===== src/rtl/ua_seq_if.sv =====
// Bus bundle between a microprogram sequencer and its host/datapath.
// The master side loads the program and starts runs; the slave side is the sequencer.
interface ua_seq_if #(
    parameter int P_W    = 9,
    parameter int Y_W    = 12,
    parameter int ADDR_W = 5
);
    localparam int CS_W = (P_W > 1) ? $clog2(P_W) : 1;
    localparam int UW   = Y_W + CS_W + 1 + 2 + ADDR_W;

    logic [P_W-1:0]    p;
    logic              start;
    logic              wr_en;
    logic [ADDR_W-1:0] wr_addr;
    logic [UW-1:0]     wr_data;
    logic [Y_W-1:0]    y;
    logic              clkout;
    logic              Z;
    logic              busy;
    logic              err;

    modport master (
        output p, start, wr_en, wr_addr, wr_data,
        input  y, clkout, Z, busy, err
    );

    modport slave (
        input  p, start, wr_en, wr_addr, wr_data,
        output y, clkout, Z, busy, err
    );
endinterface


===== src/rtl/ua_seq.sv =====
// Microprogrammed control sequencer: fetches words from a writable control store,
// issues their control field each cycle and follows CONT/JUMP/BRANCH/END sequencing.
module ua_seq #(
    parameter int P_W        = 9,
    parameter int Y_W        = 12,
    parameter int ADDR_W     = 5,
    parameter int START_ADDR = 0,
    parameter int MAX_STEPS  = 64
) (
    input  logic    clk,
    input  logic    rst_n,
    ua_seq_if.slave bus
);
    localparam int CS_W   = (P_W > 1) ? $clog2(P_W) : 1;
    localparam int UW     = Y_W + CS_W + 1 + 2 + ADDR_W;
    localparam int DEPTH  = 2 ** ADDR_W;
    localparam int PAD_W  = 2 ** CS_W;
    localparam int STEP_W = $clog2(MAX_STEPS + 1);

    localparam logic [1:0] TYP_JUMP   = 2'b01;
    localparam logic [1:0] TYP_BRANCH = 2'b10;
    localparam logic [1:0] TYP_END    = 2'b11;

    typedef enum logic [1:0] {IDLE, RUN, DONE} state_t;

    state_t            state;
    logic [UW-1:0]     mem [DEPTH];
    logic [ADDR_W-1:0] pc;
    logic [STEP_W-1:0] steps;
    logic [Y_W-1:0]    yReg;
    logic              zReg;
    logic              errReg;

    logic [UW-1:0]     word;
    logic [Y_W-1:0]    wordY;
    logic [CS_W-1:0]   wordCs;
    logic              wordPol;
    logic [1:0]        wordTyp;
    logic [ADDR_W-1:0] wordAddr;
    logic [PAD_W-1:0]  pPad;
    logic              cond;
    logic [ADDR_W-1:0] nextPc;

    assign word = mem[pc];
    assign {wordY, wordCs, wordPol, wordTyp, wordAddr} = word;

    // Zero-padding p makes condition selects beyond P_W read as 0.
    assign pPad = PAD_W'(bus.p);
    assign cond = pPad[wordCs];

    always_comb begin
        nextPc = pc + ADDR_W'(1);
        case (wordTyp)
            TYP_JUMP:   nextPc = wordAddr;
            TYP_BRANCH: if (cond == wordPol) nextPc = wordAddr;
            default:    nextPc = pc + ADDR_W'(1);
        endcase
    end

    // Control store survives reset and is frozen while a program runs.
    always_ff @(posedge clk) begin
        if (bus.wr_en && state != RUN) begin
            mem[bus.wr_addr] <= bus.wr_data;
        end
    end

    always_ff @(posedge clk or negedge rst_n) begin
        if (!rst_n) begin
            state  <= IDLE;
            pc     <= '0;
            steps  <= '0;
            yReg   <= '0;
            zReg   <= 1'b0;
            errReg <= 1'b0;
        end else begin
            case (state)
                IDLE, DONE: begin
                    yReg <= '0;
                    if (bus.start) begin
                        state  <= RUN;
                        pc     <= ADDR_W'(START_ADDR);
                        steps  <= '0;
                        zReg   <= 1'b0;
                        errReg <= 1'b0;
                    end
                end
                RUN: begin
                    // END is tested first so it beats a simultaneous watchdog expiry.
                    if (wordTyp == TYP_END) begin
                        yReg  <= wordY;
                        zReg  <= 1'b1;
                        state <= DONE;
                    end else if (steps == STEP_W'(MAX_STEPS)) begin
                        yReg   <= '0;
                        zReg   <= 1'b1;
                        errReg <= 1'b1;
                        state  <= DONE;
                    end else begin
                        yReg  <= wordY;
                        pc    <= nextPc;
                        steps <= steps + STEP_W'(1);
                    end
                end
                default: state <= IDLE;
            endcase
        end
    end

    assign bus.y      = yReg;
    assign bus.Z      = zReg;
    assign bus.err    = errReg;
    assign bus.busy   = (state == RUN);
    assign bus.clkout = ~clk;
endmodule


===== src/flat_wrapper.sv =====
// flat-port wrapper written by rule: the top's interface ports become plain ports
module ua_seq_flat 
#(
    parameter int P_W        = 9,
    parameter int Y_W        = 12,
    parameter int ADDR_W     = 5,
    parameter int START_ADDR = 0,
    parameter int MAX_STEPS  = 64
)
  (clk, rst_n, bus_p, bus_start, bus_wr_en, bus_wr_addr, bus_wr_data, bus_y, bus_clkout, bus_Z, bus_busy, bus_err);
  ua_seq_if #(.P_W(P_W), .Y_W(Y_W), .ADDR_W(ADDR_W)) bus_i ();
  input  logic clk;
  input  logic rst_n;
  input wire logic [$bits(bus_i.p)-1:0] bus_p;
  input wire logic [$bits(bus_i.start)-1:0] bus_start;
  input wire logic [$bits(bus_i.wr_en)-1:0] bus_wr_en;
  input wire logic [$bits(bus_i.wr_addr)-1:0] bus_wr_addr;
  input wire logic [$bits(bus_i.wr_data)-1:0] bus_wr_data;
  output wire logic [$bits(bus_i.y)-1:0] bus_y;
  output wire logic [$bits(bus_i.clkout)-1:0] bus_clkout;
  output wire logic [$bits(bus_i.Z)-1:0] bus_Z;
  output wire logic [$bits(bus_i.busy)-1:0] bus_busy;
  output wire logic [$bits(bus_i.err)-1:0] bus_err;
  assign bus_i.p = bus_p;
  assign bus_i.start = bus_start;
  assign bus_i.wr_en = bus_wr_en;
  assign bus_i.wr_addr = bus_wr_addr;
  assign bus_i.wr_data = bus_wr_data;
  assign bus_y = bus_i.y;
  assign bus_clkout = bus_i.clkout;
  assign bus_Z = bus_i.Z;
  assign bus_busy = bus_i.busy;
  assign bus_err = bus_i.err;
  ua_seq #(.P_W(P_W), .Y_W(Y_W), .ADDR_W(ADDR_W), .START_ADDR(START_ADDR), .MAX_STEPS(MAX_STEPS)) u_core (.clk(clk), .rst_n(rst_n), .bus(bus_i));
endmodule

===== config.mk =====
export PLATFORM = sky130hd
export DESIGN_NAME = ua_seq_flat
export DESIGN_NICKNAME = d
export VERILOG_FILES = /design/src/rtl/ua_seq_if.sv /design/src/rtl/ua_seq.sv /design/src/flat_wrapper.sv
export SDC_FILE = /design/constraint.sdc
export NUM_CORES = 1
export LEC_CHECK = 0
export CAP_MARGIN = 25
export CORE_UTILIZATION = 46
export CTS_CLUSTER_SIZE = 16
export DETAILED_ROUTE_END_ITERATION = 10
export GPL_ROUTABILITY_DRIVEN = 1
export GPL_TIMING_DRIVEN = 1
export PLACE_DENSITY = 0.6
export SLEW_MARGIN = 0
export SYNTH_ARGS = -nofsm -noshare
export SYNTH_HDL_FRONTEND = slang
export SYNTH_SLANG_ARGS = --single-unit

===== constraint.sdc =====
create_clock -name clk -period 6.5 [get_ports clk]
set_input_delay 1.95 -clock clk [delete_from_list [all_inputs] [get_ports clk]]
set_output_delay 1.95 -clock clk [all_outputs]
set_load 0.01 [all_outputs]

==> impl_metrics.csv, run 1 <==
group,metric,value,unit
final_layout,n_fill_cell,5189,
timing,maxSlewViolCount,0,
run,maxCapViolCount,0,
drt,wl_per_cell,27.7,µm
floorplanning,fp-row-count,95,
final_layout,finalNetCount,1761,
pwr,sw_frac_of_total,29.0,%
worst_hold_path,hold_start,"u_core.bus.err",
logic_synthesis,synth_fa_ha_area_share,0.240,%
logic_synthesis,async_flop_share,3.52,%
logic_synthesis,synth_edf_count,768,
clock_network,cts.path.max_buffers,3,
final_layout,seq_area,0.0238,mm²
floorplanning,die_area,0.0690,mm²
place,place_ws,0.759,ns
floorplanning,start_util,46.5,%
place,port_buffers,57,
drt,vias,15900,
timing,worst_slew_pin_slew,1.09,ns
pwr,power.internal,9.53,mW
critical_path,crit_type,"clock port to output pin",
grt,grt_pass1_wl,109,mm
final_layout,drive_above_1_share,17.2,%
critical_path,cp.arrival,4.41,ns
critical_path,reg2regPathDepth,12,
floorplanning,core,0.0672,mm²
logic_synthesis,ys_ff_latch,796,
clock_network,post_cts_buffers,0,
clock_network,numCtsBuffers,82,
drt,post-route-drc-count,0,
critical_path,crit_path_end_kind,"output pin",
drt,drt-pass1-iter-count,6,
logic_synthesis,ys.flop_type,"edfxtp_1",
pwr,p_comb_share,22.6,%
critical_path,r2r-end,"u_core.pc[3]",
logic_synthesis,synth_top_family_by_area,"multiplexers",
timing,fin_tns_setup,0,ns
clock_network,cts_hold_buf,0,
clock_network,cts_tree,"done",
grt,grt_use_total,21.5,%
logic_synthesis,syn_area,0.0313,mm²
logic_synthesis,ys_warn_count,0,
logic_synthesis,synth_cell_types,66,
logic_synthesis,synth-compound-area-share,5.84,%
floorplanning,io_pins,58,
pwr,leakage,11.1,nW
drt,drt-total-wl,73.4,mm
logic_synthesis,synth-simple-area-share,2.77,%
pwr,switching_power,3.90,mW
clock_network,cts.clk_slew.worst_paths,0.06,ns
pwr,ir_worst_vdd,0.000271,V
timing,relSlewSlack,27.1,%
timing,setup_slack,0.139,ns
final_layout,syn2layout_area_growth,14.6,%
timing,rsz0062_at_grt,"no",
pwr,seq_power_share,43.9,%
grt,grt_overflow,0,
critical_path,crit_required,4.55,ns
logic_synthesis,yosysTopAreaCell,"edfxtp_1",
clock_network,cts_root_buf,"clkbuf_16",
pwr,power_density,375,mW/mm²
place,placedCellCount,2493,
timing,fin_skew,0.0305,ns
timing,setup_viol,0,
critical_path,critPathLaunchType,"clock port",
logic_synthesis,synth_xor_area_share,0.112,%
place,place_congestion,0.815,
logic_synthesis,seq_area_frac_synth,76.0,%
outcome,status,"complete, no violations",
worst_hold_path,hold_depth,2,
grt,grt_pass1_vias,16100,
floorplanning,die_h,263,µm
clock_network,cts_resized,0,
worst_hold_path,hold_path.class,"flip-flop to flip-flop",
floorplanning,die_w,263,µm
final_layout,n_antenna_cell,0,
grt,grt_start_max_net_pins,112,
final_layout,multi_input_area,0.00722,mm²
logic_synthesis,synth_top_area_share,73.8,%
grt,antenna_found_initial,1,
worst_hold_path,holdPathEnd,"u_core.bus.err",
pwr,p_clk_share,33.4,%
logic_synthesis,synth_area_leaders,"edfxtp_1 74%, mux4_2 6.6%, mux2i_1 6.2%, dfrtp_1 2.2%, a221oi_1 2.0%",
drt,drt-initial-drc-count,1297,
clock_network,h-tree-depth,3,
logic_synthesis,netlist_instances,1619,
critical_path,timing.rr.start,"u_core.pc[0]",
place,dp_hpwl,41.5,mm
critical_path,crit_fanout,10,
final_layout,fin_cells,2651,
drt,vias_per_cell,6.00,
clock_network,clk-insertion-delay-late,0.64,ns
logic_synthesis,syn-num-nets,1667,
timing,hold_viol,0,
drt,ant_nets,0,
logic_synthesis,syn_area_per_cell,19.3,µm²
logic_synthesis,synth.area.mux_share,13.3,%
critical_path,reg2reg_slack,1.84,ns
==> area by class of cell <==
class	count	share of cell area, %
tap	873	3.05
timing repair buffer	98	3.14
clock inverter	41	0.978
inverter	12	0.126
multi-input combinational	721	20.2
clock buffer	110	6.21
sequential	796	66.3
==> layer usage <==
layer,vias up,GRT usage [%],part of all wire (%)
met5,-,0,0.018
met4,2,5.63,2.0
met3,93,3.92,5.2
met2,463,34.5,48
met1,8432,30.5,44
li1,6928,-,-
==> power by group through the flow <==
stage / clock [mW] / sequential [mW] / combinational (mW)
global route: 4.76 / 5.92 / 3.26
CTS: 4.57 / 5.90 / 3.03
finish: 4.49 / 5.90 / 3.04
detailed placement: 0.0178 / 6.01 / 3.02
global placement: 0.0178 / 6.01 / 2.98
floorplan: 0.00605 / 5.90 / 2.13
==> cells in the final DEF, fill, tap and decap left out, types with 5 or more instances in the layout <==
cell type        instances
ha_1                     6
buf_12                   5
nor2_1                  21
inv_1                   12
nand4_1                  7
o221ai_1                13
mux2i_1                193
or3_1                    7
nand2_1                 29
clkbuf_1                22
buf_4                   27
dfrtp_1                 23
a21oi_1                 20
edfxtp_1               768
mux4_2                  91
nand3_1                 36
clkbuf_16               86
buf_16                   7
clkdlybuf4s50_1         56
mux2_2                   6
clkinv_2                 7
nand2b_1                 8
a32o_1                  12
nor2_4                  34
o21ai_0                 47
a221oi_1                71
clkinv_1                20
o22ai_1                  8
a22oi_1                 40
==> how the worst max path moves through the flow <==
stage,start,end,slack [ns],cells after the start
2_1_floorplan,clk,bus_clkout,1.23,1
3_3_place_gp,clk,bus_clkout,0.76,2
3_5_place_dp,clk,bus_clkout,0.76,2
4_1_cts,clk,bus_clkout,0.10,5
5_1_grt,clk,bus_clkout,0.1,5
6_report,clk,bus_clkout,0.14,5
==> metrics by stage <==
step / util [%] / total power [mW] / instance area, µm² / hold slack (ns)
after floorplan: - / 8.04 / 31300 / 0.455
after global routing: 53.4 / 13.9 / 35800 / 0.510
after detailed placement: 49.2 / 9.05 / 33000 / 0.473
final: 53.4 / 13.4 / 35800 / 0.481
after global placement: 49.1 / 9.01 / 33000 / 0.465
after CTS: 53.0 / 13.5 / 35600 / 0.487
==> flip-flops by register name, summed over array words and instances (netlist names) <==
name and flops:
u_core.state 2, u_core.bus.Z 1, u_core.steps 7, u_core.pc 5, u_core.bus.y 12, u_core.bus.err 1
u_core.mem 768
==> cells by family after synthesis <==
kind of cell / count (synthesis)
flip-flops: 796
adder cells (fa/ha/maj): 6
buffers and inverters: 102
multiplexers: 296
AO/OA/AOI/OAI: 241
XOR/XNOR: 4
AND/OR/NAND/NOR: 174
==> synth_stat cells, drive strengths merged, types with 10 or more instances <==
cell type and number:
nor2 56, mux2 10, mux4 93, inv 13, a22oi 40, dfrtp 28
nand2 29, nand3 36, o221ai 15, mux2i 193, a32o 12, clkbuf 44
a221oi 71, buf 45, edfxtp 768, a21oi 22, o21ai 47
==> worst max-delay path: stages <==
cell,delay [ns]
clkbuf_16,0.18
clkbuf_16,0.22
clkbuf_16,0.18
inv_1,0.05
clkdlybuf4s50_1,0.52
No activity file was read; power rests on OpenSTA's default activity.
==> run 2, diff against run 1 <==
==> constraint.sdc (replaced) <==
create_clock -name clk -period 6.5 [get_ports clk]
set_input_delay 0.975 -clock clk [delete_from_list [all_inputs] [get_ports clk]]
set_output_delay 0.975 -clock clk [all_outputs]
set_load 0.01 [all_outputs]
==> impl_metrics.csv, run 2 (synthesis gave the netlist of run 1 again) <==
group,metric,value,unit
grt,grt_pass1_vias,16300,
clock_network,cts.clk_slew.worst_paths,0.06,ns
clock_network,clk-insertion-delay-late,0.63,ns
grt,gr-usage-met2,35.1,%
run,maxCapViolCount,0,
critical_path,crit_required,5.52,ns
drt,ant_nets,0,
clock_network,cts_root_buf,"clkbuf_16",
worst_hold_path,hold_depth,2,
drt,post-route-drc-count,0,
pwr,power_density,377,mW/mm²
grt,antenna_found_initial,1,
timing,hold_viol,0,
pwr,power.total,13.5,mW
floorplanning,fp-row-count,95,
floorplanning,die_w,263,µm
place,place_congestion,0.816,
critical_path,cp_common_cell,"clkbuf_16",
timing,maxSlewViolCount,0,
critical_path,crit_chain,"clkbuf_16, clkbuf_16, clkbuf_16, inv_1, clkdlybuf4s50_1",
final_layout,final_common_cell,"edfxtp_1",
final_layout,multi_input_area,0.00722,mm²
clock_network,cts_resized,0,
final_layout,seq_area,0.0238,mm²
grt,grt_pass1_wl,115,mm
final_layout,syn2layout_area_growth,15.0,%
pwr,ir_worst_vdd,0.000256,V
clock_network,cts_tree,"done",
timing,fin_tns_setup,0,ns
critical_path,cp.arrival,4.41,ns
critical_path,timing.rr.start,"u_core.pc[0]",
critical_path,cp_slowest_cell,"clkdlybuf4s50_1",
floorplanning,core,0.0672,mm²
timing,worst_slew_pin_slew,1.12,ns
place,port_buffers,57,
floorplanning,die_area,0.0690,mm²
timing,relSlewSlack,25.1,%
final_layout,n_fill_cell,5167,
drt,vias_per_cell,6.19,
final_layout,drive_above_1_share,18.5,%
final_layout,largest_register,"u_core.mem",
place,placed_area,0.0332,mm²
grt,grt_overflow,0,
timing,setup_viol,0,
final_layout,finish.instance_area,0.0359,mm²
final_layout,finalNetCount,1775,
clock_network,post_cts_buffers,0,
floorplanning,die_h,263,µm
worst_hold_path,hold_start,"u_core.bus.err",
clock_network,cts.path.max_buffers,3,
timing,rsz0062_at_grt,"no",
grt,use_met1,34.8,%
grt,grt_util_met3,5.50,%
outcome,status,"complete, no violations",
critical_path,crit_type,"clock port to output pin",
worst_hold_path,hold_path.class,"flip-flop to flip-flop",
grt,grt_use_total,23.5,%
critical_path,crit_path_end_kind,"output pin",
grt,grt_start_max_net_pins,111,
critical_path,crit_start,"clk",
critical_path,crit_fanout,10,
floorplanning,start_util,46.5,%
drt,vias,16500,
final_layout,final_cell_mix,"768 x edfxtp_1, 193 x mux2i_1, 91 x mux4_2",
drt,drt-pass1-iter-count,5,
grt,gr-max-usage-layer,"met2",
clock_network,numCtsBuffers,82,
final_layout,largest_register_ff_count,768,
timing,fin_skew,0.0247,ns
pwr,leakage,11.3,nW
floorplanning,io_pins,58,
drt,drt-initial-drc-count,1900,
critical_path,slowest_delay,0.52,ns
drt,wl_per_cell,30.1,µm
drt,drt-total-wl,80.4,mm
clock_network,h-tree-depth,3,
clock_network,cts_hold_buf,0,
critical_path,critPathLaunchType,"clock port",
place,dp_hpwl,42.9,mm
critical_path,reg2regPathDepth,11,
==> run 2: final timing paths <==
check	end	slack, ns
max	bus_clkout	1.11
min	u_core.bus.err	0.48
max reg2reg	u_core.pc[0]	1.96
min reg2reg	u_core.bus.err	0.48
max in group asynchronous	u_core.pc[0]	5.30
min in group asynchronous	u_core.steps[5]	0.49
==> run 2: power breakdown <==
| part | internal, mW | total [mW] | switching (mW) |
|---|---|---|---|
| combinational | 1.25 | 2.94 | 1.69 |
| sequential | 5.74 | 5.93 | 0.187 |
| clock | 2.72 | 4.68 | 1.96 |
==> run 2: metal layers <==
metal / vias to the layer above / wire length [µm]
li1: 6957 / -
met3: 125 / 7310
met2: 753 / 36200
met4: 0 / 1790
met5: - / 0
met1: 8685 / 35100
==> run 2: layout make-up <==
type / instances / share of cell area (%)
Clock inverter: 47 / 1.33
Timing Repair Buffer: 112 / 3.18
Inverter: 12 / 0.125
Antenna cell: 1 / 0.00696
Sequential cell: 796 / 66.1
Tap cell: 873 / 3.04
Clock buffer: 106 / 6.09
Multi-Input combinational cell: 721 / 20.1
==> run 2: worst max-delay path, delay by kind of cell <==
family,cells,cell delay (ns)
buf+inv,5,1.16
==> run 2: per-stage QoR <==
stage | std cells | utilization (%) | setup WS (ns) | hold WS, ns
4_1_cts | 2661 | 53.3 | 1.08 | 0.475
2_1_floorplan | 1619 | - | 2.12 | 0.455
3_5_place_dp | 2510 | 49.4 | 1.73 | 0.479
5_1_grt | 2667 | 53.5 | 1.07 | 0.505
3_3_place_gp | 2508 | 49.3 | 1.73 | 0.466
6_report | 2668 | 53.5 | 1.11 | 0.481
==> variant 1 (flow settings as in run 1) <==
`Y_W` is set to 12 in 3 places; all go to 18.
--- a/src/rtl/ua_seq_if.sv
+++ b/src/rtl/ua_seq_if.sv
@@ -3,5 +3,5 @@
 interface ua_seq_if #(
     parameter int P_W    = 9,
-    parameter int Y_W    = 12,
+    parameter int Y_W    = 18,
     parameter int ADDR_W = 5
 );
--- a/src/rtl/ua_seq.sv
+++ b/src/rtl/ua_seq.sv
@@ -3,5 +3,5 @@
 module ua_seq #(
     parameter int P_W        = 9,
-    parameter int Y_W        = 12,
+    parameter int Y_W        = 18,
     parameter int ADDR_W     = 5,
     parameter int START_ADDR = 0,
--- a/src/flat_wrapper.sv
+++ b/src/flat_wrapper.sv
@@ -3,5 +3,5 @@
 #(
     parameter int P_W        = 9,
-    parameter int Y_W        = 12,
+    parameter int Y_W        = 18,
     parameter int ADDR_W     = 5,
     parameter int START_ADDR = 0,
Ports: changed (resized bus_wr_data and bus_y); port bits go from 58 to 70. The function was not compared with the original's and may differ.
==> variant 1 against run 1 <==
Count of clock-buffer cells in the layout grew 23. Critical endpoint unchanged. Wire length grew 44%. Register-to-register slack better by 0.18 ns. Synthesized cell count grew 23%. Design area rose by 24%. Sequential cell count grew 198. Critical path type unchanged. Largest power group unchanged. Power rose by 28%. Setup slack worse by 0.030 ns. Area after synthesis rose by 25%. Hold slack better by 0.017 ns.
==> variant 1: results (changes against run 1) <==
| Metric | Value |
|---|---|
| Proportion of layout cells with a drive suffix above 1 | 18.7% (was 17.2%) |
| Setup ws final | 0.109 ns (was 0.139 ns) |
| Vias post-DR | 20424 (was 15918) |
| Synth unique cells | 74 (was 66) |
| Synth Instances | 1985 (was 1619) |
| Worst hold start | u_core.state[1] (was u_core.bus.err) |
| Sequential area share after synthesis | 76.0% (about the same) |
| Clock Skews | 0.0226 ns (was 0.0305 ns) |
| Crit Reg-Reg Endpoint | u_core.steps[6] (was u_core.pc[3]) |
| First drt pass iteration count | 5 (was 6) |
| Max-cap violations | 0 (unchanged) |
| Final #Nets | 2151 (was 1761) |
| RePlAce Congestion | 0.880 (was 0.815) |
| Setup slack, reg-to-reg | 2.02 ns (was 1.84 ns) |
| Max FFs per register | 960 (was 768) |
| Hold WS | 0.498 ns (was 0.481 ns) |
| Standby leakage power | 13.7 nW (was 11.1 nW) |
| Filler cell count | 6511 (was 5189) |
| Design Area, Final | 44400 sq um (was 35800 sq um) |
| Synth top area cells | edfxtp_1, mux4_2, mux2i_1 (unchanged) |
| Outcome | finished, final reports clean (unchanged) |
| TritonCTS Buffers | 102 (was 82) |
| Synth top area share | 73.9% (was 73.8%) |
| IO Port Bufs | 69 (was 57) |
| Hold Path End | u_core.state[1] (was u_core.bus.err) |
| Slew margin rel. | 14.7% (was 27.1%) |
| Clock latency on the worst-skew pair | 0.67 ns (was 0.64 ns) |
| Worst EP arrival | 4.44 ns (was 4.41 ns) |
| Async SR Flop Fraction | 3.42% (was 3.52%) |
| Largest net degree at the start of global routing | 84 (was 112) |
| Area post-placement | 41000 sq um (was 33000 sq um) |
| Cell family with most CP delay | buffers and inverters (unchanged) |
| Initial antenna violation count | 2 (was 1) |
| Commonest cells post-synth | edfxtp_1, mux2i_1, mux4_2, a221oi_1, clkbuf_1 (was edfxtp_1, mux2i_1, mux4_2, a221oi_1, nor2_1) |
| Worst vdd ir | 283 uV (was 271 uV) |
| First-pass GRT wire length | 148 mm (was 109 mm) |
| Tot GR Track Use | 24.6% (was 21.5%) |
| Inst Count DP | 3119 (was 2493) |
| EDFF count, synth | 960 (was 768) |
-- variant 1: changes by cell type after synthesis, moves of 12 or more --
| cell | before | now |
|---|---|---|
| a221oi_1 | 71 | 96 |
| a22oi_1 | 40 | 52 |
| clkbuf_1 | 44 | 60 |
| edfxtp_1 | 768 | 960 |
| mux2i_1 | 193 | 244 |
| mux4_2 | 91 | 109 |
| nand3b_1 | 4 | 22 |
-- variant 1: layout make-up --
cell class	instances	area share, %
diodes	2	0.0113
clock buffers	133	6.27
clock inverters	58	1.02
inverters	15	0.127
multi-input cells	860	20.0
flip-flops and latches	994	66.9
well taps	1134	3.20
repair buffers	122	2.50
-- variant 1: logic make-up (layout without fill, tap and decap cells) --
family                   after synthesis  after routing  share of synthesized area (%)
AND/OR/NAND/NOR                      183            183                           2.56
multiplexers                         371            371                           13.5
buffers and inverters                131            328                           1.86
other                                  0              2                              0
AO/OA/AOI/OAI                        294            294                           5.76
flip-flops                           994            994                           76.0
adder cells (fa/ha/maj)                6              6                          0.192
XOR/XNOR                               6              6                          0.135
-- variant 1: worst min-delay path, cell delays in order (launching register included) --
cell,delay [ns]
dfrtp_1,0.34
nand2_1,0.05
o21ai_0,0.06
-- variant 1: routing by layer --
metal  vias to the layer above  routed length (microns)  track usage [%]  share of wire (%)
met5                         -                        0                0                  0
met4                         0                     2130             6.02                2.0
met3                       114                     8740             4.16                8.3
met2                       958                    48300             37.3                 46
met1                     10805                    46300             37.2                 44
li1                       8547                        -                -                  -
-- variant 1: report_power, final --
group | leakage (nW) | total [mW] | switching (mW) | internal [mW]
registers | 9.08 | 7.37 | 0.194 | 7.17
clock network | 1.59 | 5.63 | 2.44 | 3.19
logic | 3.04 | 4.22 | 2.70 | 1.51
==> variant 2 (config.mk and constraints of run 1) <==
Without the edit above. Re-encode `state_t` (3 states) as one-hot, 3 bits wide.
--- a/src/rtl/ua_seq.sv
+++ b/src/rtl/ua_seq.sv
@@ -22,5 +22,5 @@
     localparam logic [1:0] TYP_END    = 2'b11;
 
-    typedef enum logic [1:0] {IDLE, RUN, DONE} state_t;
+    typedef enum logic [2:0] {IDLE = 3'b001, RUN = 3'b010, DONE = 3'b100} state_t;
 
     state_t            state;
Check against the original RTL: same outputs for any inputs over 4 cycles, from zero or initial values and one cycle with rst_n low; so few cycles prove little.
==> variant 2 against run 1 <==
Area after synthesis grew 0.68%. Design area is essentially flat. Setup slack lost 0.0043 ns. Count of clock-buffer cells in the layout shrank 2. Global-route usage grew 3.1 points. Wire length grew 15%. Sequential cell count grew 1. Power grew 6.0%. Largest cell class unchanged. Highest routed layer unchanged.
==> variant 2: results (changes against run 1) <==
| Metric | Value |
|---|---|
| Worst hold start | u_core.bus.y[2] (was u_core.bus.err) |
| Measured slew at the worst slew-check pin | 1.18 ns (was 1.09 ns) |
| Inst Count DP | 2520 (was 2493) |
| Setup slack, reg-to-reg | 1.96 ns (was 1.84 ns) |
| Commonest cells post-synth | edfxtp_1, mux2i_1, mux4_2, a221oi_1, nor2_1 (unchanged) |
| Synth Instances | 1656 (was 1619) |
| Net Sw Power | 4.47 mW (was 3.90 mW) |
| Post-CTS Setup Repair Bufs | 0 (unchanged) |
| Standby leakage power | 11.0 nW (was 11.1 nW) |
| RePlAce Congestion | 0.881 (was 0.815) |
| Clock transition at path regs | 0.06 ns (about the same) |
| Proportion of layout cells with a drive suffix above 1 | 18.3% (was 17.2%) |
| Async SR Flop Fraction | 3.64% (was 3.52%) |
| TritonCTS Buffers | 82 (unchanged) |
| Register name with the most flops | u_core.mem (unchanged) |
| Area post-placement | 33100 sq um (was 33000 sq um) |
| Synth top area cells | edfxtp_1, mux4_2, mux2i_1 (unchanged) |
| Via/cell ratio | 6.22 (was 6.00) |
| Detail Placement HPWL | 52.2 mm (was 41.5 mm) |
| Worst-path maximum fanout | 11 (was 10) |
| Tot GR Track Use | 24.6% (was 21.5%) |
| R2R depth | 14 (was 12) |
| WL/cell | 31.7 microns (was 27.7 microns) |
| Hold path depth | 1 (was 2) |
| Synth unique cells | 64 (was 66) |
| DR iter-0 viols | 1835 (was 1297) |
| Hold Path End | u_core.bus.y[2] (was u_core.bus.err) |
| DRC violations left | 0 (unchanged) |
| Worst EP arrival | 4.42 ns (was 4.41 ns) |
| Outcome | finished, final reports clean (unchanged) |
| Fin cells | 2674 (was 2651) |
| Sequential area share after synthesis | 75.6% (was 76.0%) |
| Largest net degree at the start of global routing | 99 (was 112) |
| Ys Warns | 0 (unchanged) |
| Initial antenna violation count | 2 (was 1) |
| Min-delay worst type | flop to flop (unchanged) |
| Vias in the first global route | 16115 (was 16125) |
| First-pass GRT wire length | 120 mm (was 109 mm) |
| First drt pass iteration count | 5 (was 6) |
| Clock Skews | 0.0309 ns (was 0.0305 ns) |
| Clock latency on the worst-skew pair | 0.63 ns |
| Worst vdd ir | 224 uV (was 271 uV) |
| Final #Nets | 1781 (was 1761) |
| IO Port Bufs | 57 (unchanged) |
| Crit Reg-Reg Endpoint | u_core.pc[2] (was u_core.pc[3]) |
-- variant 2: cell type report --
class | instances | area, sq um
clock inverters | 46 | 453
inverters | 12 | 45.0
well taps | 873 | 1090
repair buffers | 86 | 758
flip-flops and latches | 797 | 23800
clock buffers | 108 | 2230
fillers | 5190 | 31600
multi-input cells | 752 | 7450
-- variant 2: worst max-delay path, cell delays in order --
cell and delay (ns):
clkbuf_16 0.19, clkbuf_16 0.22, clkbuf_16 0.18, inv_1 0.05, clkdlybuf4s50_1 0.52
-- variant 2: worst max path at each step --
stage,startpoint,endpoint,slack (ns)
after CTS,clk,bus_clkout,0.09
after detailed placement,clk,bus_clkout,0.76
after global placement,clk,bus_clkout,0.76
final,clk,bus_clkout,0.13
after global routing,clk,bus_clkout,0.09
after floorplan,clk,bus_clkout,1.23
-- variant 2: cell families (layout without fill, tap and decap cells) --
family,count (synthesis),in the layout,synth area share (%)
muxes,301,301,13.6
and+or+nand+nor,202,202,3.08
AOI/OAI and AO/OA,234,234,5.61
adders and majority gates,6,6,0.239
DFF,797,797,75.6
xor gates and xnor gates,9,9,0.274
buffers and inverters,107,252,1.56
-- variant 2: stage by stage --
| step | hold slack [ns] | worst slack (ns) |
|---|---|---|
| after global placement | 0.483 | 0.759 |
| after floorplan | 0.497 | 1.23 |
| final | 0.495 | 0.135 |
| after detailed placement | 0.484 | 0.759 |
| after global routing | 0.517 | 0.0922 |
| after CTS | 0.500 | 0.0926 |
-- variant 2: power by group through the flow --
| stage | combinational, mW | clock (mW) | sequential (mW) |
|---|---|---|---|
| after global routing | 3.83 | 4.93 | 5.90 |
| after CTS | 3.64 | 4.74 | 5.89 |
| after detailed placement | 3.63 | 0.0178 | 5.99 |
| after floorplan | 2.22 | 0.00605 | 5.91 |
| final | 3.67 | 4.68 | 5.89 |
| after global placement | 3.62 | 0.0178 | 5.99 |
-- variant 2: metal layers --
| layer | up-vias | track usage (%) | part of all wire, % |
|---|---|---|---|
| li1 | 7023 | - | - |
| met1 | 8705 | 35.0 | 41 |
| met2 | 774 | 39.5 | 49 |
| met3 | 119 | 4.00 | 7.5 |
| met4 | 2 | 6.50 | 2.3 |
| met5 | - | 0 | 0.015 |
